[src/rtl/wb_select_stage_if.sv]
// wb_select_stage_if
//   Bundles the M-stage inputs, pipeline control and W-stage outputs of the
//   write-back select stage.
//   master : pipeline side (drives stall/flush and m_*, observes w_*)
//   slave  : the stage itself (observes stall/flush and m_*, drives w_*)
interface wb_select_stage_if #(
    parameter int WIDTH = 32,
    parameter int RA_W  = 5
);
    logic             stall;
    logic             flush;
    logic             m_valid;
    logic             m_we;
    logic [RA_W-1:0]  m_wa;
    logic [2:0]       m_wsel;
    logic [2:0]       m_load_type;
    logic [1:0]       m_addr_lo;
    logic [WIDTH-1:0] m_alu;
    logic [WIDTH-1:0] m_rdata;
    logic [WIDTH-1:0] m_pc;
    logic [WIDTH-1:0] m_hilo;

    logic             w_valid;
    logic             w_we;
    logic [RA_W-1:0]  w_wa;
    logic [WIDTH-1:0] w_wd;
    logic             w_misalign;
    logic [31:0]      w_retire_cnt;

    modport master (
        output stall, flush, m_valid, m_we, m_wa, m_wsel, m_load_type,
               m_addr_lo, m_alu, m_rdata, m_pc, m_hilo,
        input  w_valid, w_we, w_wa, w_wd, w_misalign, w_retire_cnt
    );

    modport slave (
        input  stall, flush, m_valid, m_we, m_wa, m_wsel, m_load_type,
               m_addr_lo, m_alu, m_rdata, m_pc, m_hilo,
        output w_valid, w_we, w_wa, w_wd, w_misalign, w_retire_cnt
    );
endinterface

[src/rtl/wb_select_stage.sv]
// wb_select_stage
//   MEM/WB pipeline register fused with write-back source selection, load
//   byte/half extraction with sign/zero extension, and link-address
//   generation. All outputs are registered; w_wd is fully formed before the
//   flop so downstream forwarding sees a clean register output.
// Ports:
//   clk    rising-edge clock
//   reset  asynchronous active-high reset
//   bus    wb_select_stage_if.slave: stall/flush, M-stage inputs, W outputs
module wb_select_stage #(
    parameter int          WIDTH       = 32,
    parameter int          RA_W        = 5,
    parameter int          LINK_OFFSET = 8,
    parameter logic [31:0] SENTINEL    = 32'h12345678
) (
    input  logic                clk,
    input  logic                reset,
    wb_select_stage_if.slave    bus
);
    localparam logic [2:0] LT_LW  = 3'd0;
    localparam logic [2:0] LT_LBU = 3'd1;
    localparam logic [2:0] LT_LB  = 3'd2;
    localparam logic [2:0] LT_LHU = 3'd3;
    localparam logic [2:0] LT_LH  = 3'd4;

    localparam logic [WIDTH-1:0] SENT_W = WIDTH'(SENTINEL);
    localparam logic [WIDTH-1:0] LINK_W = WIDTH'(LINK_OFFSET);

    logic             valid_q;
    logic             we_q;
    logic [RA_W-1:0]  wa_q;
    logic [WIDTH-1:0] wd_q;
    logic             misalign_q;
    logic [31:0]      retire_cnt;

    logic [7:0]       ld_byte;
    logic [15:0]      ld_half;
    logic [WIDTH-1:0] ld_val;
    logic [WIDTH-1:0] wd_d;
    logic             we_d;
    logic             misalign_d;

    // Byte/half lanes; the half lane ignores addr_lo[0].
    always_comb begin
        ld_byte = 8'h00;
        case (bus.m_addr_lo)
            2'd0:    ld_byte = bus.m_rdata[7:0];
            2'd1:    ld_byte = bus.m_rdata[15:8];
            2'd2:    ld_byte = bus.m_rdata[23:16];
            default: ld_byte = bus.m_rdata[31:24];
        endcase
        ld_half = bus.m_addr_lo[1] ? bus.m_rdata[31:16] : bus.m_rdata[15:0];
    end

    // Load types 5-7 fall through to the full-word path.
    always_comb begin
        ld_val = bus.m_rdata;
        case (bus.m_load_type)
            LT_LBU:  ld_val = {{(WIDTH-8){1'b0}}, ld_byte};
            LT_LB:   ld_val = {{(WIDTH-8){ld_byte[7]}}, ld_byte};
            LT_LHU:  ld_val = {{(WIDTH-16){1'b0}}, ld_half};
            LT_LH:   ld_val = {{(WIDTH-16){ld_half[15]}}, ld_half};
            default: ld_val = bus.m_rdata;
        endcase
    end

    always_comb begin
        wd_d = SENT_W;
        case (bus.m_wsel)
            3'd0:    wd_d = bus.m_alu;
            3'd1:    wd_d = ld_val;
            3'd2:    wd_d = bus.m_pc + LINK_W;
            3'd3:    wd_d = bus.m_hilo;
            default: wd_d = SENT_W;
        endcase
    end

    // A full-word load is misaligned on any nonzero offset, a half only on
    // an odd one. The word data itself is passed through untouched.
    always_comb begin
        misalign_d = 1'b0;
        if (bus.m_valid && (bus.m_wsel == 3'd1)) begin
            case (bus.m_load_type)
                LT_LW:          misalign_d = (bus.m_addr_lo != 2'd0);
                LT_LHU, LT_LH:  misalign_d = bus.m_addr_lo[0];
                LT_LBU, LT_LB:  misalign_d = 1'b0;
                default:        misalign_d = (bus.m_addr_lo != 2'd0);
            endcase
        end
        we_d = bus.m_valid && bus.m_we && (bus.m_wa != '0);
    end

    // Flush beats stall; the retire counter is untouched by flush.
    always_ff @(posedge clk or posedge reset) begin
        if (reset) begin
            valid_q    <= 1'b0;
            we_q       <= 1'b0;
            wa_q       <= '0;
            wd_q       <= '0;
            misalign_q <= 1'b0;
            retire_cnt <= 32'd0;
        end else if (bus.flush) begin
            valid_q    <= 1'b0;
            we_q       <= 1'b0;
            wa_q       <= '0;
            wd_q       <= '0;
            misalign_q <= 1'b0;
        end else if (!bus.stall) begin
            valid_q    <= bus.m_valid;
            we_q       <= we_d;
            wa_q       <= bus.m_wa;
            wd_q       <= wd_d;
            misalign_q <= misalign_d;
            if (bus.m_valid) begin
                retire_cnt <= retire_cnt + 32'd1;
            end
        end
    end

    assign bus.w_valid      = valid_q;
    assign bus.w_we         = we_q;
    assign bus.w_wa         = wa_q;
    assign bus.w_wd         = wd_q;
    assign bus.w_misalign   = misalign_q;
    assign bus.w_retire_cnt = retire_cnt;
endmodule

[src/flat_wrapper.sv]
// flat-port wrapper written by rule: the top's interface ports become plain ports
module wb_select_stage_flat 
#(
    parameter int          WIDTH       = 32,
    parameter int          RA_W        = 5,
    parameter int          LINK_OFFSET = 8,
    parameter logic [31:0] SENTINEL    = 32'h12345678
)
  (clk, reset, bus_stall, bus_flush, bus_m_valid, bus_m_we, bus_m_wa, bus_m_wsel, bus_m_load_type, bus_m_addr_lo, bus_m_alu, bus_m_rdata, bus_m_pc, bus_m_hilo, bus_w_valid, bus_w_we, bus_w_wa, bus_w_wd, bus_w_misalign, bus_w_retire_cnt);
  wb_select_stage_if #(.WIDTH(WIDTH), .RA_W(RA_W)) bus_i ();
  input  logic clk;
  input  logic reset;
  input wire logic [$bits(bus_i.stall)-1:0] bus_stall;
  input wire logic [$bits(bus_i.flush)-1:0] bus_flush;
  input wire logic [$bits(bus_i.m_valid)-1:0] bus_m_valid;
  input wire logic [$bits(bus_i.m_we)-1:0] bus_m_we;
  input wire logic [$bits(bus_i.m_wa)-1:0] bus_m_wa;
  input wire logic [$bits(bus_i.m_wsel)-1:0] bus_m_wsel;
  input wire logic [$bits(bus_i.m_load_type)-1:0] bus_m_load_type;
  input wire logic [$bits(bus_i.m_addr_lo)-1:0] bus_m_addr_lo;
  input wire logic [$bits(bus_i.m_alu)-1:0] bus_m_alu;
  input wire logic [$bits(bus_i.m_rdata)-1:0] bus_m_rdata;
  input wire logic [$bits(bus_i.m_pc)-1:0] bus_m_pc;
  input wire logic [$bits(bus_i.m_hilo)-1:0] bus_m_hilo;
  output wire logic [$bits(bus_i.w_valid)-1:0] bus_w_valid;
  output wire logic [$bits(bus_i.w_we)-1:0] bus_w_we;
  output wire logic [$bits(bus_i.w_wa)-1:0] bus_w_wa;
  output wire logic [$bits(bus_i.w_wd)-1:0] bus_w_wd;
  output wire logic [$bits(bus_i.w_misalign)-1:0] bus_w_misalign;
  output wire logic [$bits(bus_i.w_retire_cnt)-1:0] bus_w_retire_cnt;
  assign bus_i.stall = bus_stall;
  assign bus_i.flush = bus_flush;
  assign bus_i.m_valid = bus_m_valid;
  assign bus_i.m_we = bus_m_we;
  assign bus_i.m_wa = bus_m_wa;
  assign bus_i.m_wsel = bus_m_wsel;
  assign bus_i.m_load_type = bus_m_load_type;
  assign bus_i.m_addr_lo = bus_m_addr_lo;
  assign bus_i.m_alu = bus_m_alu;
  assign bus_i.m_rdata = bus_m_rdata;
  assign bus_i.m_pc = bus_m_pc;
  assign bus_i.m_hilo = bus_m_hilo;
  assign bus_w_valid = bus_i.w_valid;
  assign bus_w_we = bus_i.w_we;
  assign bus_w_wa = bus_i.w_wa;
  assign bus_w_wd = bus_i.w_wd;
  assign bus_w_misalign = bus_i.w_misalign;
  assign bus_w_retire_cnt = bus_i.w_retire_cnt;
  wb_select_stage #(.WIDTH(WIDTH), .RA_W(RA_W), .LINK_OFFSET(LINK_OFFSET), .SENTINEL(SENTINEL)) u_core (.clk(clk), .reset(reset), .bus(bus_i));
endmodule
[config.mk]
export PLATFORM = sky130hd
export DESIGN_NAME = wb_select_stage_flat
export DESIGN_NICKNAME = d
export VERILOG_FILES = /design/src/rtl/wb_select_stage_if.sv /design/src/rtl/wb_select_stage.sv /design/src/flat_wrapper.sv
export SDC_FILE = /design/constraint.sdc
export NUM_CORES = 1
export LEC_CHECK = 0
export ABC_AREA = 1
export CAP_MARGIN = 20
export CORE_ASPECT_RATIO = 0.6
export CORE_MARGIN = 1
export CORE_UTILIZATION = 44
export DETAILED_ROUTE_END_ITERATION = 8
export DONT_BUFFER_PORTS = 1
export GPL_ROUTABILITY_DRIVEN = 0
export GPL_TIMING_DRIVEN = 0
export PLACE_DENSITY = 0.59
export REMOVE_ABC_BUFFERS = 1
export SYNTH_ARGS = -nofsm -noshare
export SYNTH_HDL_FRONTEND = slang
export SYNTH_SLANG_ARGS = --single-unit
[constraint.sdc]
create_clock -name clk -period 2.3 [get_ports clk]
set_input_delay 0.46 -clock clk [delete_from_list [all_inputs] [get_ports clk]]
set_output_delay 0.46 -clock clk [all_outputs]
set_load 0.02 [all_outputs]
# Yosys cells after proc, flatten, opt, wreduce, memory -nomap -nowiden
# Index checks and enable logic that the tools add are counted.
dict set report totals {
  ff_bits 72
  in_bits 147
}
dict set report classes {
  n_addsub 2
  eq_ne 10
  mux 16
  n_bitwise 2
  reduce_logical 10
}
# operator count
set op_table {}
lappend op_table {{$pmux W32 S4} 2}
lappend op_table {{$mux W32} 2}
lappend op_table {{$add A32 B1 Y32 const B} 1}
lappend op_table {{$add A32 B4 Y32 const B} 1}
lappend op_table {{$pmux W8 S3} 1}
lappend op_table {{$mux W16} 1}
lappend op_table {{$eq A3 B2 Y1 const B} 4}
lappend op_table {{$mux W5} 2}
lappend op_table {{$mux W1} 7}
lappend op_table {{$eq A3 B1 Y1 const B} 2}
lappend op_table {{$reduce_bool A5 Y1} 1}
lappend op_table {{$reduce_or A2 Y1} 2}
lappend op_table {{$eq A3 B3 Y1 const B} 1}
lappend op_table {{$logic_and A1 B1 Y1} 3}
lappend op_table {{$logic_not A3 Y1} 1}
lappend op_table {{$reduce_and A3 Y1} 1}
lappend op_table {{$eq A2 B1 Y1 const B} 1}
lappend op_table {{$eq A2 B2 Y1 const B} 1}
lappend op_table {{$logic_not A2 Y1} 1}
lappend op_table {{$ne A2 B1 Y1 const B} 1}
lappend op_table {{$not A1 Y1} 2}
lappend op_table {{$pmux W1 S2} 1}
lappend op_table {{$reduce_bool A2 Y1} 1}

# Depth between registers and ports, before layout
# Gate-level depths: netlist of the first run.
dict set report depth {
  word_depth 6
  depth_mapped 12
}

# Least setup slack after synthesis of the first run
# OpenSTA, ideal clock, no wires.
dict set report synth_path {
  path_type {reg-to-reg}
  startpoint {register u_core.retire_cnt[1] (netlist: u_core.bus.w_retire_cnt[1])}
  endpoint {register u_core.retire_cnt[20] (netlist: u_core.bus.w_retire_cnt[20])}
  setup_ns 0.131
  arrival_ns 1.597
  t_required_ns 2.169
  slack_ns 0.572
  path_stages_with_launch 10
  n_path_buf 0
  synth_period_minus_slack_ns 1.728
  cell_sequence {dfrtp_1 -> ha_1 -> nand3_2 -> nor2_2 -> nand3_1 -> clkinv_1 -> nand3_2 -> nor2_2 -> nand2_1 -> xnor2_2}
}
dict set report synth_via {
  elab_chain_cells 1
}
# item line
set synth_lines {}
lappend synth_lines {{from (decl)} wb_select_stage.sv:34} ;# logic [31:0] retire_cnt;
lappend synth_lines {{from (signal assigned)} wb_select_stage.sv:115} ;# retire_cnt <= retire_cnt + 32'd1;
lappend synth_lines {{$add A32 B1 Y32} wb_select_stage.sv:115}
# Every way passes these cells.
# A chain may end at the register's enable or synchronous reset.

# Worst setup path in the final report of the first run
# Same ends and word-level chain as after synthesis.

==> results of run 1 <==
==> critical path: stages (launching register included) <==
cell and delay, ns:
sky130_fd_sc_hd__dfrtp_1 0.56, sky130_fd_sc_hd__ha_1 0.30, sky130_fd_sc_hd__nand3_2 0.19, sky130_fd_sc_hd__nor2_2 0.18, sky130_fd_sc_hd__nand3_1 0.09, sky130_fd_sc_hd__clkinv_1 0.10
sky130_fd_sc_hd__nand3_2 0.10, sky130_fd_sc_hd__nor2_2 0.19, sky130_fd_sc_hd__nand2_1 0.14, sky130_fd_sc_hd__xnor2_2 0.15
==> cells in the final DEF, fill, tap and decap left out, types with 7 or more instances in the layout <==
cell                        count
sky130_fd_sc_hd__a21oi_1       37
sky130_fd_sc_hd__a22o_1        16
sky130_fd_sc_hd__clkbuf_16      9
sky130_fd_sc_hd__dfrtp_1       72
sky130_fd_sc_hd__inv_1         95
sky130_fd_sc_hd__nand2_1      383
sky130_fd_sc_hd__nand3_1       75
sky130_fd_sc_hd__nand3_2        8
sky130_fd_sc_hd__nand3b_1      15
sky130_fd_sc_hd__nand4_1        9
sky130_fd_sc_hd__nor2_1        87
sky130_fd_sc_hd__nor2_2         7
sky130_fd_sc_hd__nor3_1        12
sky130_fd_sc_hd__o21ai_0       23
sky130_fd_sc_hd__xnor2_1        8
sky130_fd_sc_hd__xor2_1        20
==> how the worst min path moves through the flow <==
stage                                     to  depth (start not counted)  slack, ns                from
after floorplan           u_core.bus.w_valid                          2       0.58  u_core.bus.w_valid
after global placement    u_core.bus.w_wa[2]                          1       0.61         bus_m_wa[2]
after detailed placement     u_core.bus.w_we                          1       0.27               reset
after CTS                 u_core.bus.w_wa[3]                          1       0.25         bus_m_wa[3]
after global routing      u_core.bus.w_wa[3]                          1       0.27         bus_m_wa[3]
final                     u_core.bus.w_wa[2]                          1       0.27         bus_m_wa[2]
==> sequential cells by signal (all words and copies together) (netlist names) <==
name,count
u_core.bus.w_wa,5
u_core.bus.w_retire_cnt,32
u_core.bus.w_we,1
u_core.bus.w_wd,32
u_core.bus.w_valid,1
u_core.bus.w_misalign,1
==> final cells by class <==
cell class,instances,area (um^2)
Fill cell,1396,6650
Multi-Input combinational cell,750,3650
Sequential cell,72,1800
Inverter,103,393
Clock buffer,9,225
Tap cell,170,213
Timing Repair Buffer,3,65.1
Clock inverter,7,56.3
==> repair_timing <==
item | 4_1_cts | 5_1_grt
hold endpoints to repair | 14 | 0
endpoints found under the setup margin | 0 | 0
hold buffers | 1 | 0
==> synth_stat cells, drive strengths merged <==
cell type	instances	area, um^2
nor4	1	6.26
and3	1	6.26
nand3	85	490
a22o	16	140
ha	2	25.0
nand4	10	68.8
a211oi	1	7.51
buf	19	128
clkbuf	8	30.0
xor2	20	175
o21a	1	7.51
xnor2	9	86.3
a21oi	37	185
nand3b	15	113
o211ai	3	22.5
o21ai	27	135
nand2	391	1500
nor2	102	470
clkinv	3	12.5
a21boi	6	45.0
o21bai	4	30.0
nor3b	2	20.0
nor3	14	86.3
dfrtp	72	1800
or2	3	18.8
inv	100	378
==> power breakdown <==
group / leakage [uW] / switching [uW] / internal [uW]
clock network: 0.000136 / 595 / 740
registers: 0.000952 / 221 / 1340
logic: 0.00216 / 381 / 199
==> cells by family (layout without fill, tap and decap cells) <==
logic type               Yosys count  after routing  share of synthesized area (%)
AO/OA/AOI/OAI                     95             95                           9.56
AND/OR/NAND/NOR                  624            624                           46.4
adder cells (fa/ha/maj)            2              2                          0.418
buffers and inverters            130            122                           9.15
XOR/XNOR                          29             29                           4.36
flip-flops                        72             72                           30.1
==> routing by layer <==
metal	track usage, %	up-vias	part of all wire, %
met5	0	-	0
met1	46.4	2756	50
met4	4.80	0	1.1
met3	10.5	22	13
li1	-	2999	-
met2	39.8	340	36
==> stage by stage <==
stage / total power, uW / setup TNS [ns]
final: 3480 / 0
after global routing: 3650 / 0
after floorplan: 1980 / 0
after global placement: 2140 / -94.68
after CTS: 3510 / 0
after detailed placement: 2150 / -0.221
==> impl.org, run 1 <==
** Detailed routing
- Summed over all layers, the routed wires come to between 20 and 25 mm.
- Before antenna repair, the detailed router went through 9 iterations.
- The final route contains slightly above 6000 vias.
- In the routed design, unresolved DRC markers number 16.
- After detailed routing, the average wire length per cell comes to between 15 and 20 um.
- Residual antenna-violating net count after detailed routing :: 0
- Routed via count divided by cell count :: 5.49
- For this block, the initial DRC count from the detailed router was 526.

** Critical path
- Crit path capture type :: flip-flop
- Largest fanout on the critical path :: 5
- The most critical setup path has its endpoint at u_core.bus.w_retire_cnt[20].
- For the worst flop-to-flop path, the logic depth is 9.
- Class of the most critical setup path :: reg -> reg
- FF-to-FF End :: u_core.bus.w_retire_cnt[20]
- WP data required :: around 2.5 ns
- Across all register-to-register paths, the minimum setup slack is about 0.17 ns.
- Data arrives at the worst endpoint at 2.34 ns.
- Crit path launch :: u_core.bus.w_retire_cnt[1]
- Worst setup SP type :: flip-flop
- In this run the critical register-to-register path is launched from u_core.bus.w_retire_cnt[1].

** STA
- Worst-case headroom to the max-slew limit :: roughly 30%
- Setup Viol. Count Final :: 0
- For the pin with the worst max-slew slack, the measured transition is between 1 and 1.5 ns.
- After layout, the worst path uses just over 90% of the clock period.
- Across the routed clock network, the largest skew measured is between 0.006 and 0.007 ns.
- Setup repair after global routing left no endpoint under its margin.
- Count of final max-slew check failures :: 0
- Highest clock frequency the design can meet :: about 470 MHz
- The tightest hold path in the finished design has a slack of 0.265 ns.
- Final worst setup slack :: approximately 0.17 ns
- The hold violation count in the final report is 0.
- Fin crit period :: roughly 2.1 ns

** Clock tree
- Clock slew at the register clock pins of the worst setup and hold paths :: 0.07 ns
- CTS tree :: yes
- Worst skew pair latency :: ~0.34 ns
- CTS Root Buffer Type :: sky130_fd_sc_hd__clkbuf_16
- # Post-CTS Setup Buffers :: 0
- Clk sink count :: just over 70
- CTS HTree Levels :: 3
- The longest clock path from root to sink contains 2 buffers.
- The number of clock buffers added by TritonCTS is 9.
- Cts repair resizes :: 0

** Final layout
- Share of cells above drive strength 1 :: approximately 6.8%
- Measured on the finished design, the core utilization comes to about half.
- Excluding fillers, the count of instances in the completed layout stands at between 1000 and 1500.
- The repair_antennas step left the layout with diodes totalling 0.
- The area growth from synthesis to layout is 6.87%.
- Post-layout instance area :: around 6400 um^2
- At the end of the flow, the number of nets in the layout was 1088.

** Die
- Number of placement rows :: 32
- From left edge to right edge, the die measures between 150 and 200 um.
- Die height :: between 90 and 100 um
- Total die area :: approximately 14000 um^2
- In this run the standard cell core region covers 13100 um^2.
- During I/O placement, the number of pins put on the boundary was ~220.
- Starting utilization of the core area :: a little under half

** Place
- Setup slack after placement :: -0.0959 ns
- Half-perimeter wire length of the detailed placement result :: around 17 mm
- The number of placed instances, taps included, is roughly 1100.
- I/O Buffers :: 0
- Once placement finished, the instance area stood at ~6100 um^2.

** Yosys
- Post-synthesis cell type count :: between 40 and 50
- The synthesized design contains 72 register bits.
- Fraction of the yosys area taken by sequential cells :: between 30% and 40%
- The Yosys step of the flow raised 0 warnings.
- Cells after Synth :: 952
- In this run the mean area of a mapped cell was roughly 6.3 um^2.
- Synthesized area :: 5990 um^2

** GRT
- Number of global-route vias before repair :: ~5600
- Entering global routing, the biggest net connects 59 pins.
- For this run, the total global-route usage over all layers was measured as 30.2%.
- Global routing finished with a remaining overflow of 0.
- Antenna violations before repair :: 0
- The first global-routing pass estimated about 32 mm of wire.

** Pwr
- Max IR drop VDD :: roughly 0.35 mV
- For this design the ratio of total power to cell area is between 500 and 600 nW/um^2.
- The analysis attributes to cell leakage a power of between 0.003 and 0.004 uW.

** Flow run
- Max-cap violation count :: 0

** Status
- The flow ran to the end, but the final reports show violations.
- Failing checks :: design-rule violations

** Hold path
- In this run the worst hold path is classified as in -> reg.
Note: power is estimated with default switching activity, not from simulation.
==> run 2, diff against run 1 <==
--- a/config.mk
+++ b/config.mk
@@ -15,6 +15,7 @@
 export GPL_ROUTABILITY_DRIVEN = 0
 export GPL_TIMING_DRIVEN = 0
 export PLACE_DENSITY = 0.59
+export RECOVER_POWER = 25
 export REMOVE_ABC_BUFFERS = 1
 export SYNTH_ARGS = -nofsm -noshare
 export SYNTH_HDL_FRONTEND = slang
==> run 2 against run 1 <==
- the flow still finishes with violations (design-rule violations)
- non-clock buffer count did not move
- clock-buffer cell count is the same
- via count is 0.31% lower
- worst setup slack improved by 0.023 ns
- highest routed layer unchanged
- combinational power decreased by 1%
- critical path depth decreased by 2
- cell count did not move
- sequential share of layout area increased by 0.094 points
- largest power group unchanged
- utilization down 0.16 points
==> impl.org, run 2 (synthesis gave the netlist of run 1 again) <==
** Status
- Outcome :: complete, but fails checks
- Failing checks :: design-rule violations

** GRT
- Gr ovfl total :: 0 (unchanged)
- Overall track demand over capacity in global routing :: 30.2% (unchanged)
- Global-route wire length before repair :: 32.0 mm (unchanged)
- The number of global-route vias before repair came to 5599 (unchanged).
- Largest net degree at the start of global routing :: 59 (unchanged)
- The number of antenna violations at the first check in global routing was 0 (unchanged).

** Place
- The half-perimeter wire length after detailed placement was 16.7 mm (unchanged).
- The number of buffers added on ports is 0 (unchanged).
- Placed Cells incl. Taps :: 1096 (unchanged)

** Detailed routing
- DRC violation total after the first TritonRoute iteration :: 561 (+6.7%)
- Routed wire length per instance :: 18.7 um (-0.20%)
- The remaining number of nets flagged by the antenna check after routing was 0 (unchanged).
- The total via count after detailed routing is 6098 (-0.31%).
- The post-detailed-route DRC marker count is 16 (unchanged).
- Iteration count of the initial detailed-routing pass :: 9 (unchanged)
- Post-detailed-routing wire length :: 20.8 mm (-0.20%)
- Routed via count divided by cell count :: 5.47 (-0.31%)

** Final layout
- The sequential cell area is 1800 um^2 (unchanged).
- The combined area of the multi-input logic cells is 3650 um^2 (unchanged).
- The share of layout cells above drive strength 1 came to 6.78% (unchanged).
- The antenna cell count came to 0 (unchanged).
- In the layout the commonest cells are 383 x sky130_fd_sc_hd__nand2_1, 95 x sky130_fd_sc_hd__inv_1, 87 x sky130_fd_sc_hd__nor2_1.
- The library cell used most frequently in the layout, excluding fill and tap cells, is sky130_fd_sc_hd__nand2_1.
- Total Nets Final :: 1088 (unchanged)
- The count of non-filler cells in the finished layout was 1114 (unchanged).
- Fill cell count :: 1399 (+0.21%)
- Layout overhead on the synthesized area :: 6.51%

** STA
- Transition time of the tightest slew-check pin :: 1.05 ns (-0.00490 ns)
- The final setup skew is 0.00603 ns (-0.000348 ns).
- Setup repair after global routing missed its margin :: false
- Setup Viol. Count Final :: 0 (unchanged)
- The hold violation count in the final report was 0 (unchanged).
- Worst-case headroom to the max-slew limit :: 30.1% (+0.33 points)
- Count of final max-slew check failures :: 0 (unchanged)
- Highest clock frequency the design can meet :: 473 MHz (+1.1%)
- The total negative slack came to 0 ns (unchanged).
- The final clock period utilization by the worst path came to 91.8% (-0.99 points).
- The minimum clock period after layout came to 2.11 ns (-0.0228 ns).

** Die
- The core region area came to 13100 um^2 (unchanged).
- The total number of placement rows came to 32 (unchanged).
- Starting utilization of the core area :: 45.9% (unchanged)
- Die span in x :: 153 um (unchanged)
- The count of boundary I/O pins came to 219 (unchanged).
- The total die area came to 14100 um^2 (unchanged).
- The die extent in y is 92.4 um (unchanged).

** Pwr
- The static power due to leakage came to 0.00323 uW (-0.38%).
- Power per cell area :: 543 nW/um^2 (about the same)
- The worst supply voltage drop on vdd was 0.352 mV (about the same).

** Clock tree
- Number of buffers inserted for hold repair after clock tree synthesis :: 1 (unchanged)
- # Post-CTS Setup Buffers :: 0 (unchanged)
- The number of CTS-inserted buffers was 9 (unchanged).
- CTS tree :: yes
- Clock slew at the register clock pins of the worst setup and hold paths :: 0.07 ns (about the same)
- CTS HTree Levels :: 3 (unchanged)
- Buffers from clock root to sink, at most :: 2 (unchanged)
- Worst skew pair latency :: 0.33 ns (about the same)
- Cts repair resizes :: 0 (unchanged)
- CTS Root Buffer Type :: sky130_fd_sc_hd__clkbuf_16
- Clk sink count :: 72 (unchanged)

** Critical path
- The critical path data required time was 2.52 ns (about the same).
- Crit path capture type :: flip-flop
- The endpoint arrival time on the critical path is 2.33 ns (about the same).
- Walking the worst path, the cells encountered are inv_1 -> nand3_2 -> clkinv_1 -> nand3_1 -> nand3b_1 -> nand2_1 -> nand2_1.
- The worst setup path is of the in -> reg kind.
- STA classifies the critical path startpoint as an input port.
- Total buffers and inverters traversed by the critical path :: 2 (+1)
- For this design, the slowest cell found on the critical path is sky130_fd_sc_hd__clkinv_1.
- Cell type with the highest occurrence count on the critical path :: sky130_fd_sc_hd__nand2_1
- Stage delay of the slowest cell on the critical path :: 0.73 ns (+0.17 ns)
- On the critical path the largest part of the delay comes from simple AND/OR/NAND/NOR gates.
- The largest fanout of any net on the critical path is 26 (+21).

** Hold path
- The path class of the tightest hold or removal check is in -> reg.

** Flow run
- Max-cap violation count :: 0 (unchanged)
==> run 2: cell count changes in the layout (fill, tap and decap cells not counted) <==
| cell | previous run | this run |
|---|---|---|
| sky130_fd_sc_hd__buf_16 | 2 | 1 |
| sky130_fd_sc_hd__clkbuf_4 | 0 | 1 |
| sky130_fd_sc_hd__clkinvlp_2 | 0 | 1 |
| sky130_fd_sc_hd__inv_4 | 2 | 1 |
==> run 2: layout make-up <==
cell class | count | area share (%)
clock inverter | 7 | 0.882
timing repair buffer | 3 | 0.706
tap | 170 | 3.33
inverter | 103 | 6.14
sequential | 72 | 28.2
multi-input combinational | 750 | 57.2
clock buffer | 9 | 3.53
==> run 2: where the power goes <==
group / total [uW] / switching (uW) / internal, uW
Clock: 1330 / 592 / 740
Sequential: 1560 / 220 / 1340
Combinational: 572 / 378 / 194
==> run 2: worst register-to-register path, delay by kind of cell, from the launching register on <==
family	cells	cell delay (ns)
AND/OR/NAND/NOR	6	0.87
adder cells (fa/ha/maj)	1	0.30
buffers and inverters	1	0.10
flip-flops	1	0.56
XOR/XNOR	1	0.15
==> run 2: per-layer routing <==
metal,GRT usage [%],vias to the layer above,share of wire [%]
li1,-,2999,-
met1,46.4,2741,49
met2,39.8,341,37
met3,10.5,17,13
met4,4.80,0,1.0
met5,0,-,0
==> run 2: worst paths after layout <==
| check | start | endpoint | slack (ns) | cells after the start |
|---|---|---|---|---|
| setup / recovery | bus_m_wsel[2] | u_core.bus.w_wd[16] | 0.19 | 7 |
| hold / removal | bus_m_wa[2] | u_core.bus.w_wa[2] | 0.27 | 1 |
| setup reg to reg | u_core.bus.w_retire_cnt[1] | u_core.bus.w_retire_cnt[20] | 0.20 | 9 |
| hold reg to reg | u_core.bus.w_wd[31] | u_core.bus.w_wd[31] | 0.63 | 2 |
| max in group asynchronous | reset | u_core.bus.w_wd[7] | 0.41 | 3 |
| min in group asynchronous | reset | u_core.bus.w_we | 0.63 | 2 |
==> run 2: through the flow <==
| stage | area [um^2] | worst slack, ns | hold WS, ns | power [uW] | util, % |
|---|---|---|---|---|---|
| floorplan | 5830 | 0.0151 | 0.584 | 1980 | - |
| global placement | 6050 | -0.989 | 0.608 | 2140 | 46.3 |
| detailed placement | 6080 | -0.0959 | 0.274 | 2150 | 46.6 |
| CTS | 6380 | 0.215 | 0.254 | 3510 | 48.8 |
| global route | 6380 | 0.0164 | 0.267 | 3640 | 48.9 |
| finish | 6380 | 0.188 | 0.268 | 3470 | 48.9 |
==> run 3, diff against run 2 <==
--- a/config.mk
+++ b/config.mk
@@ -17,6 +17,7 @@
 export PLACE_DENSITY = 0.59
 export RECOVER_POWER = 25
 export REMOVE_ABC_BUFFERS = 1
+export SLEW_MARGIN = 25
 export SYNTH_ARGS = -nofsm -noshare
 export SYNTH_HDL_FRONTEND = slang
 export SYNTH_SLANG_ARGS = --single-unit
==> run 3 against run 2 <==
- the run still ends with design-rule violations left
- worst setup slack worse by 0.066 ns
- sequential power hardly changed
- global-route usage is 0.10 points higher
- hold slack better by 0.0061 ns
- sequential share of layout area is 0.22 points lower
- non-clock buffer count is 1 lower
- clock power is 15% higher
- clock skew is 0.0044 ns higher
- die area stayed put
- final area is 0.78% higher
- power is 5.9% higher
- critical path type unchanged
==> impl.org, run 3 (synthesis gave the netlist of run 1 again) <==
** Critical path
- The critical path data required time was 2.51 ns (about the same).
- Critical-path top delay cell :: sky130_fd_sc_hd__clkinv_1
- Critical path cell sequence :: inv_1 -> nand3_2 -> clkinv_1 -> nand3_1 -> nand3b_1 -> nand2_1 -> nand2_1
- The cell family contributing the most delay on the critical path is simple AND/OR/NAND/NOR gates.
- The worst setup path is captured at a flip-flop.
- Depth of the worst register-to-register path :: 9 (unchanged)
- In this run the critical register-to-register path is launched from u_core.bus.w_retire_cnt[1].
- The largest fanout of any net on the critical path came to 26 (unchanged).
- The worst path buffer plus inverter count is 2 (unchanged).
- Class of the most critical setup path :: in -> reg
- The most numerous cell type found on the critical path is sky130_fd_sc_hd__nand2_1.
- FF-to-FF End :: u_core.bus.w_retire_cnt[20]
- Slack of the worst reg-to-reg path :: 0.18 ns (-0.02 ns)
- STA classifies the critical path startpoint as an input port.
- Data arrival time of the worst path :: 2.39 ns (+0.06 ns)
- Stage delay of the slowest cell on the critical path :: 0.73 ns (about the same)

** STA
- The slew of the pin with the lowest slew margin was 1.45 ns (+0.399 ns).
- Fin crit period :: 2.18 ns (+0.0663 ns)
- The total negative slack came to 0 ns (unchanged).
- The relative max-transition margin is 2.99% (-27 points).
- Highest clock frequency the design can meet :: 459 MHz (-3.0%)
- Crit share post-route :: 94.7% (+2.9 points)
- The hold violation count in the final report was 0 (unchanged).
- The max-slew violation count was 0 (unchanged).
- Hold Slack :: 0.274 ns (+0.00612 ns)
- The final count of negative-setup-slack endpoints was 0 (unchanged).
- The final setup skew was 0.0104 ns (+0.00440 ns).
- Setup repair after global routing left no endpoint under its margin.

** Clock tree
- CTS placed an instance of sky130_fd_sc_hd__clkbuf_16 at the clock tree root.
- The number of instances resized during post-cts repair came to 0 (unchanged).
- The number of sinks handled by clock tree synthesis is 72 (unchanged).
- Buffers from clock root to sink, at most :: 2 (unchanged)
- TritonCTS buffer count :: 9 (unchanged)
- TritonCTS built the clock tree.
- The count of buffers added by post-CTS timing repair for setup came to 0 (unchanged).
- The clock slew seen by the registers of the worst setup and hold paths came to 0.06 ns (about the same).
- The worst-skew pair later-pin latency came to 0.33 ns (about the same).
- The H-tree level count was 3 (unchanged).
- The hold-fix buffer count after cts is 0 (-1).

** Die
- The core region area is 13100 um^2 (unchanged).
- The die outline width is 153 um (unchanged).
- The total die area was 14100 um^2 (unchanged).
- Number of placement rows :: 32 (unchanged)
- The count of boundary I/O pins was 219 (unchanged).
- Die height :: 92.4 um (unchanged)
- The initial standard-cell utilization of the core came to 45.9% (unchanged).

** Final layout
- Share of cells above drive strength 1 :: 6.79% (+0.0072 points)
- The antenna cell count was 0 (unchanged).
- Fill cell count :: 1383 (-1.1%)
- Total Nets Final :: 1087 (-0.092%)
- Layout overhead on the synthesized area :: 7.35%
- Post-layout instance area :: 6430 um^2 (+0.78%)
- Leaving out fill and tap cells, the most frequent cell in the layout is sky130_fd_sc_hd__nand2_1.
- Commonest non-fill, non-tap cells in the layout :: 383 x sky130_fd_sc_hd__nand2_1, 94 x sky130_fd_sc_hd__inv_1, 87 x sky130_fd_sc_hd__nor2_1

** GRT
- Number of global-route vias before repair :: 5660 (+1.1%)
- The all-layer global routing usage was 30.3% (+0.10 points).
- Global-route wire length before repair :: 32.2 mm (+0.39%)
- Largest net degree at the start of global routing :: 44 (-25%)
- The number of antenna violations at the first check in global routing was 0 (unchanged).
- The aggregate global routing overflow was 0 (unchanged).

** Pwr
- Final Total Pwr :: 3670 uW (+5.9%)
- The worst supply voltage drop on vdd came to 0.470 mV (+33%).
- Power per cell area :: 571 nW/um^2 (+5.1%)
- The static power due to leakage is 0.00325 uW (+0.48%).

** Status
- The run finished, with violations left.
- Failing checks :: design-rule violations

** Hold path
- Worst min path class :: in -> reg
- Hold-critical path endpoint :: u_core.bus.w_wa[3]
- Worst Hold Launch :: bus_m_wa[3]
- Hold-critical path depth :: 1 (unchanged)

** Detailed routing
- The number of DRC markers in iteration 0 came to 542 (-3.4%).
- Iteration count of the initial detailed-routing pass :: 9 (unchanged)
- Residual antenna-violating net count after detailed routing :: 0 (unchanged)
- Final routed DRC violation total :: 14 (-2)
- Routed wire length per instance :: 18.8 um (+0.69%)
- The total via count after detailed routing was 6119 (+0.34%).
- Post-detailed-routing wire length :: 20.9 mm (+0.60%)
- The ratio of routed vias to standard cells was 5.50 (+0.43%).

** Place
- Half-perimeter wire length of the detailed placement result :: 16.8 mm (+1.0%)
- The number of buffers added on ports is 0 (unchanged).
- The standard cell area after detailed placement is 6110 um^2 (+0.45%).

** Flow run
- Max-cap violation count :: 0 (unchanged)
run 3: stage by stage:
stage	util (%)	instances	setup slack, ns
6_report	49.3	1113	0.122
5_1_grt	49.3	1113	0.0366
4_1_cts	49.3	1113	0.206
3_5_place_dp	46.8	1097	-0.106
3_3_place_gp	46.3	1095	-0.989
2_1_floorplan	-	925	0.0151
run 3: worst max-delay path by stage:
| stage | start | end | slack, ns | depth (start not counted) |
|---|---|---|---|---|
| after floorplan | reset | u_core.bus.w_misalign | 0.02 | 1 |
| after detailed placement | bus_m_wsel[2] | u_core.bus.w_wd[16] | -0.11 | 7 |
| after CTS | u_core.bus.w_retire_cnt[1] | u_core.bus.w_retire_cnt[20] | 0.21 | 9 |
| after global placement | reset | u_core.bus.w_wd[7] | -0.99 | 1 |
| after global routing | u_core.bus.w_retire_cnt[1] | u_core.bus.w_retire_cnt[20] | 0.04 | 9 |
| final | bus_m_wsel[2] | u_core.bus.w_wd[16] | 0.12 | 7 |
run 3: cell type report:
| type | instances | area [um^2] | share of cell area, % |
|---|---|---|---|
| inverters | 103 | 392 | 6.09 |
| repair buffers | 2 | 55.1 | 0.856 |
| multi-input cells | 750 | 3650 | 56.7 |
| well taps | 170 | 213 | 3.31 |
| clock inverters | 6 | 92.6 | 1.44 |
| flip-flops and latches | 72 | 1800 | 28.0 |
| clock buffers | 10 | 229 | 3.56 |
run 3: layer usage:
| layer | GRT usage [%] | vias up | part of all wire, % |
|---|---|---|---|
| met5 | 0 | - | 0 |
| met3 | 9.64 | 18 | 12 |
| met1 | 46.8 | 2798 | 50 |
| met2 | 40.2 | 306 | 37 |
| met4 | 5.05 | 0 | 1.1 |
| li1 | - | 2997 | - |
run 3: power breakdown:
group / leakage [uW] / internal [uW] / switching [uW] / total, uW
logic: 0.00215 / 198 / 381 / 579
registers: 0.000952 / 1340 / 221 / 1560
clock network: 0.000149 / 957 / 572 / 1530
total: 0.00325 / 2500 / 1170 / 3670
